--- src/rtl/line_mem_arbiter.sv ---
// line_mem_arbiter: arbitrates icache/dcache cacheline traffic onto a single burst memory port.
// Reads are issued as one command and reassembled from BEATS returning beats; write-backs are
// serialised into BEATS beats. Each transaction ends with a one-cycle response to its owner.
module line_mem_arbiter #(
   parameter int unsigned ADDR_W = 32,
   parameter int unsigned BEAT_W = 64,
   parameter int unsigned BEATS  = 4,
   parameter int unsigned LINE_W = BEAT_W * BEATS
) (
   input  logic              clk,
   input  logic              rst_n,
   // icache client
   input  logic [ADDR_W-1:0] i_addr,
   input  logic              i_read,
   output logic [LINE_W-1:0] i_rdata,
   output logic              i_resp,
   // dcache client
   input  logic [ADDR_W-1:0] d_addr,
   input  logic              d_read,
   input  logic              d_write,
   input  logic [LINE_W-1:0] d_wdata,
   output logic [LINE_W-1:0] d_rdata,
   output logic              d_resp,
   // burst memory port
   output logic [ADDR_W-1:0] bmem_addr,
   output logic              bmem_read,
   output logic              bmem_write,
   output logic [BEAT_W-1:0] bmem_wdata,
   input  logic              bmem_ready,
   input  logic [ADDR_W-1:0] bmem_raddr,
   input  logic [BEAT_W-1:0] bmem_rdata,
   input  logic              bmem_rvalid
);

   localparam int unsigned     CntW     = $clog2(BEATS);
   localparam int unsigned     OffW     = $clog2(LINE_W / 8);
   localparam logic [CntW-1:0] LastBeat = CntW'(BEATS - 1);

   typedef enum logic [2:0] {StIdle, StRdCmd, StRdWait, StWrBeat, StResp} state_e;

   state_e                        state_q, state_d;
   logic [CntW-1:0]               cnt_q;
   logic                          last_d_q;  // 1 when the dcache held the most recent grant
   logic                          client_q;  // owner of the current transaction, 1 = dcache
   logic [ADDR_W-1:0]             addr_q;
   logic [BEATS-1:0][BEAT_W-1:0]  line_q, line_fill;
   logic [LINE_W-1:0]             i_rdata_q, d_rdata_q;

   logic i_req, d_req, grant_any, grant_d_sel, grant_wr, beat_hit, last_fill;
   logic unused_offset;

   // Line offset bits are dropped when the address is aligned.
   assign unused_offset = ^{i_addr[OffW-1:0], d_addr[OffW-1:0]};

   assign i_req       = i_read;
   assign d_req       = d_read | d_write;
   assign grant_any   = i_req | d_req;
   // On contention the client that did not win last time goes first.
   assign grant_d_sel = d_req & (~i_req | ~last_d_q);
   // A dcache write-back takes precedence over a simultaneous dcache read.
   assign grant_wr    = grant_d_sel & d_write;
   // Only beats tagged with the in-flight line address count towards the fill.
   assign beat_hit    = (state_q == StRdWait) & bmem_rvalid & (bmem_raddr == addr_q);
   assign last_fill   = beat_hit & (cnt_q == LastBeat);

   assign i_rdata = i_rdata_q;
   assign d_rdata = d_rdata_q;

   // Line buffer with the current returning beat merged into its slot.
   always_comb begin
      line_fill        = line_q;
      line_fill[cnt_q] = bmem_rdata;
   end

   // State register.
   always_ff @(posedge clk or negedge rst_n) begin
      if (!rst_n) begin
         state_q <= StIdle;
      end else begin
         state_q <= state_d;
      end
   end

   // Next-state logic.
   always_comb begin
      state_d = state_q;
      unique case (state_q)
         StIdle:   if (grant_any) state_d = grant_wr ? StWrBeat : StRdCmd;
         StRdCmd:  if (bmem_ready) state_d = StRdWait;
         StRdWait: if (last_fill) state_d = StResp;
         StWrBeat: if (bmem_ready && (cnt_q == LastBeat)) state_d = StResp;
         StResp:   state_d = StIdle;
         default:  state_d = StIdle;
      endcase
   end

   // Outputs decoded from the current state.
   always_comb begin
      i_resp     = 1'b0;
      d_resp     = 1'b0;
      bmem_read  = 1'b0;
      bmem_write = 1'b0;
      bmem_addr  = '0;
      bmem_wdata = '0;
      unique case (state_q)
         StRdCmd: begin
            bmem_read = 1'b1;
            bmem_addr = addr_q;
         end
         StWrBeat: begin
            bmem_write = 1'b1;
            bmem_addr  = addr_q;
            bmem_wdata = line_q[cnt_q];
         end
         StResp: begin
            i_resp = ~client_q;
            d_resp = client_q;
         end
         default: ;
      endcase
   end

   // Transaction latch, beat counter, line assembly and per-client read-data registers.
   always_ff @(posedge clk or negedge rst_n) begin
      if (!rst_n) begin
         cnt_q     <= '0;
         last_d_q  <= 1'b0;
         client_q  <= 1'b0;
         addr_q    <= '0;
         line_q    <= '0;
         i_rdata_q <= '0;
         d_rdata_q <= '0;
      end else begin
         unique case (state_q)
            StIdle: begin
               if (grant_any) begin
                  client_q <= grant_d_sel;
                  last_d_q <= grant_d_sel;
                  addr_q   <= grant_d_sel ? {d_addr[ADDR_W-1:OffW], OffW'(0)}
                                          : {i_addr[ADDR_W-1:OffW], OffW'(0)};
                  line_q   <= d_wdata;
               end
            end
            StRdWait: begin
               if (beat_hit) begin
                  line_q <= line_fill;
                  cnt_q  <= (cnt_q == LastBeat) ? '0 : cnt_q + 1'b1;
                  // Load the owner's output register so it is valid during the response cycle.
                  if (last_fill) begin
                     if (client_q) d_rdata_q <= line_fill;
                     else          i_rdata_q <= line_fill;
                  end
               end
            end
            StWrBeat: begin
               if (bmem_ready) cnt_q <= (cnt_q == LastBeat) ? '0 : cnt_q + 1'b1;
            end
            default: ;
         endcase
      end
   end

endmodule

--- config.mk ---
export PLATFORM = sky130hd
export DESIGN_NAME = line_mem_arbiter
export DESIGN_NICKNAME = d
export VERILOG_FILES = /design/src/rtl/line_mem_arbiter.sv
export SDC_FILE = /design/constraint.sdc
export NUM_CORES = 2
export LEC_CHECK = 0
export CORE_AREA = 2 2 399 401
export DETAILED_ROUTE_END_ITERATION = 12
export DIE_AREA = 0 0 401 403
export PLACE_DENSITY = 0.54
export SETUP_SLACK_MARGIN = 0.2
export SLEW_MARGIN = 20
export SYNTH_ARGS = -nofsm -noshare
export SYNTH_HDL_FRONTEND = slang
export SYNTH_SLANG_ARGS = --single-unit
--- constraint.sdc ---
create_clock -name clk -period 5 [get_ports clk]
set_clock_uncertainty 0.2 [all_clocks]
set_input_delay 1.5 -clock clk [delete_from_list [all_inputs] [get_ports clk]]
set_output_delay 1.5 -clock clk [all_outputs]
set_load 0.005 [all_outputs]
==> reports/metrics.cfg <==
[power_and_ir_drop]
combinationalPowerShare_pct=39.8
powerDensity_mw_per_mm2=497
p_sw_share_pct=38.7
seqPwrFrac_pct=30.8
clkPwrFrac_pct=29.4
ir_drop_uv=423
p_leak_uw=0.0281
p_switching_uw=10700
p_int_uw=17000

[setup_path]
endpoint_kind=output pin
cp_num_cells=4
crit_fanout=25
r2r-start=cnt_q[0]
crit_chain=bufbuf_16, mux4_2, and3_1, clkdlybuf4s50_1
cp_slowest_cell=mux4_2
r2r_setup_slack_ps=1520
cp_top_family=buffers and inverters
endpoint=bmem_wdata[8]
r2r-end=d_rdata[150]
critPathLaunch=cnt_q[0]
max_stage_delay_ps=560
worstPathArrival_ps=2980
required_ps=3300
rr_worst_depth=7
cp.buffers_inverters=2
critPathKind=reg2out
cp-start-kind=flip-flop

[global_routing]
antenna_found_initial=43
grt_pass1_wl_mm=256
overflow=0
grt_pass1_vias=33600
grt.total_usage_pct=21.5
grt_max_degree=138

[logic_synthesis]
synth_top_area_share_pct=51.5
synth_area_leaders=dfrtp_1 51%, a21o_1 7.4%, a21oi_1 6.6%
synth_cell_type_count=47
synth.yosys.warnings=0
synth_ff_type=dfrtp_1
synth_edf_count=0
synth_seq_area_share_pct=51.5
netlist_instances=3593
yosysTopAreaCell=dfrtp_1
ys_ff_latch=801
syn_avg_cell_area_um2=10.8
synthArstFlopShare_pct=100
syn_area_mm2=0.0390

[clock_tree]
cts_setup_buffers=0
clk_pin_slew_ps=60
cts_buffer_depth=3
clkLatencyLatePin_ps=730
cts_buffers=98
h-tree-depth=3
cts.sinks=801
postCtsHoldBufs=0
cts_tree=done
root_buffer=clkbuf_16

[route]
routed_wl_mm=179
drtIter0Drc=2579
dr.pass1.iters=5
post_drt_wl_per_cell_um=26.8
drtAntennaViolNets=0
drc=0
viasPerCell=5.09
num_vias=34000

[worst_hold_path]
hp-class=reg2reg

[place]
dp_hpwl_mm=125
gp_congestion=0.845
port_buffers=1019
dp_cells=6490

[timing]
relSlewSlack_pct=32.7
fin_crit_sh_pct=93.6
post-route-min-period_ps=4680
setup_viol=0
tns_ps=0
rsz0062_at_grt=yes
drv_slew=0
final-hold-violation-count=0
max_freq_mhz=214
tightestPinTransition_ps=1010

[cells_and_area]
fin_nets=4946
instances_no_fill=6693
final_common_cell=clkdlybuf4s50_1
layout_common_cells=1018 x clkdlybuf4s50_1, 798 x dfrtp_1, 515 x a21oi_1
fillers=15800
register_area_mm2=0.0201
layout-drive-gt1-share_pct=10.8
fin_util_pct=35.5
multi_input_area_mm2=0.0177
areaGrowthSynthToFinish_pct=43.6

[floorplan]
die_x_um=401
die_h_um=403
core_mm2=0.157
die_area_mm2=0.162
rows=146
ioPinCount=1035
initial_core_util_pct=24.7

[outcome]
status=finished clean

[run]
cap_violations=0

[cell usage after synthesis, types with 2 or more instances]
| master | instances |
|---|---|
| nand2_1 | 38 |
| clkbuf_1 | 294 |
| a21oi_1 | 515 |
| nor2_1 | 390 |
| mux2i_1 | 219 |
| dfrtp_1 | 801 |
| o21ai_1 | 4 |
| buf_2 | 6 |
| nor2b_1 | 10 |
| inv_1 | 7 |
| ha_1 | 4 |
| mux2_4 | 48 |
| and2_1 | 26 |
| buf_4 | 9 |
| nand2b_1 | 2 |
| o21ai_0 | 29 |
| mux2_2 | 58 |
| mux4_2 | 64 |
| and3_1 | 320 |
| nand3_1 | 2 |
| a21o_1 | 384 |
| a2bb2oi_1 | 256 |
| nand4b_1 | 2 |
| nor4_1 | 9 |
| buf_1 | 18 |
| buf_6 | 6 |
| xor2_1 | 21 |
| or4_1 | 4 |
| nor3_1 | 6 |
| mux2_1 | 24 |
[worst reg2reg max path, delay by kind of cell (launching register included)]
kind                     cells  cell delay, ps
multiplexers                 1             530
AND/OR/NAND/NOR              1             100
adder cells (fa/ha/maj)      1             760
AO/OA/AOI/OAI                1             160
flip-flops                   1             540
buffers and inverters        3            1080
[through the flow]
stage          total power (µW)  hold slack, ps  setup slack [ps]  area (µm²)
2_1_floorplan             14700             250              1030       39000
3_3_place_gp              19500             259               252       52100
3_5_place_dp              19600             264               210       52100
4_1_cts                   28000             276               184       55900
5_1_grt                   29100             282               195       55900
6_report                  27800             272               318       55900
[worst min path at each step]
stage / from / endpoint / slack [ps] / depth (start not counted)
global placement: i_rdata[16] / i_rdata[16] / 260 / 1
global route: i_rdata[16] / i_rdata[16] / 280 / 1
finish: d_rdata[99] / d_rdata[99] / 270 / 1
floorplan: addr_q[10] / addr_q[10] / 250 / 2
CTS: d_rdata[14] / d_rdata[14] / 280 / 1
detailed placement: d_rdata[14] / d_rdata[14] / 260 / 1
[state kept, by name, indices dropped and copies added (netlist names)]
register,cells
addr_q,27
client_q,1
cnt_q,2
d_rdata,256
i_rdata,256
line_q,256
state_q,3
[power by group through the flow]
| stage | Combinational (µW) | Clock [µW] | Sequential [µW] |
|---|---|---|---|
| floorplan | 6490 | 0 | 8170 |
| global placement | 10900 | 0 | 8600 |
| detailed placement | 11000 | 0 | 8630 |
| CTS | 11100 | 8370 | 8550 |
| global route | 11800 | 8620 | 8700 |
| finish | 11100 | 8170 | 8570 |
[logic make-up (layout without fill, tap and decap cells)]
family / count (synthesis) / after routing / synth area share [%]
xor gates and xnor gates: 21 / 21 / 0.472
AOI/OAI and AO/OA: 1194 / 1194 / 20.3
and+or+nand+nor: 819 / 819 / 10.5
adders and majority gates: 4 / 4 / 0.128
other: 1 / 27 / 0.00963
muxes: 413 / 413 / 13.5
DFF: 801 / 801 / 51.5
buffers and inverters: 340 / 1342 / 3.50
[what timing repair did]
item,4_1_cts,5_1_grt
setup endpoints to repair,13,16
gates cloned,1,0
gates resized for setup,1,2
[metal layers]
metal	share of wire [%]	routed length, µm	vias up	GRT usage, %
met5	0.14	258	-	0
met4	2.3	4170	38	6.38
met3	8.0	14400	232	6.00
met2	48	85800	1389	35.0
met1	42	74800	17400	27.7
li1	-	-	14900	-
[layout make-up]
type / instances / share of cell area, %
tap: 2072 / 4.63
clock inverter: 41 / 1.38
sequential: 801 / 35.8
multi-input combinational: 2456 / 31.6
clock buffer: 139 / 5.26
inverter: 7 / 0.0470
timing repair buffer: 1155 / 21.1
antenna: 22 / 0.0984
Power figures use the tool's default switching activity.
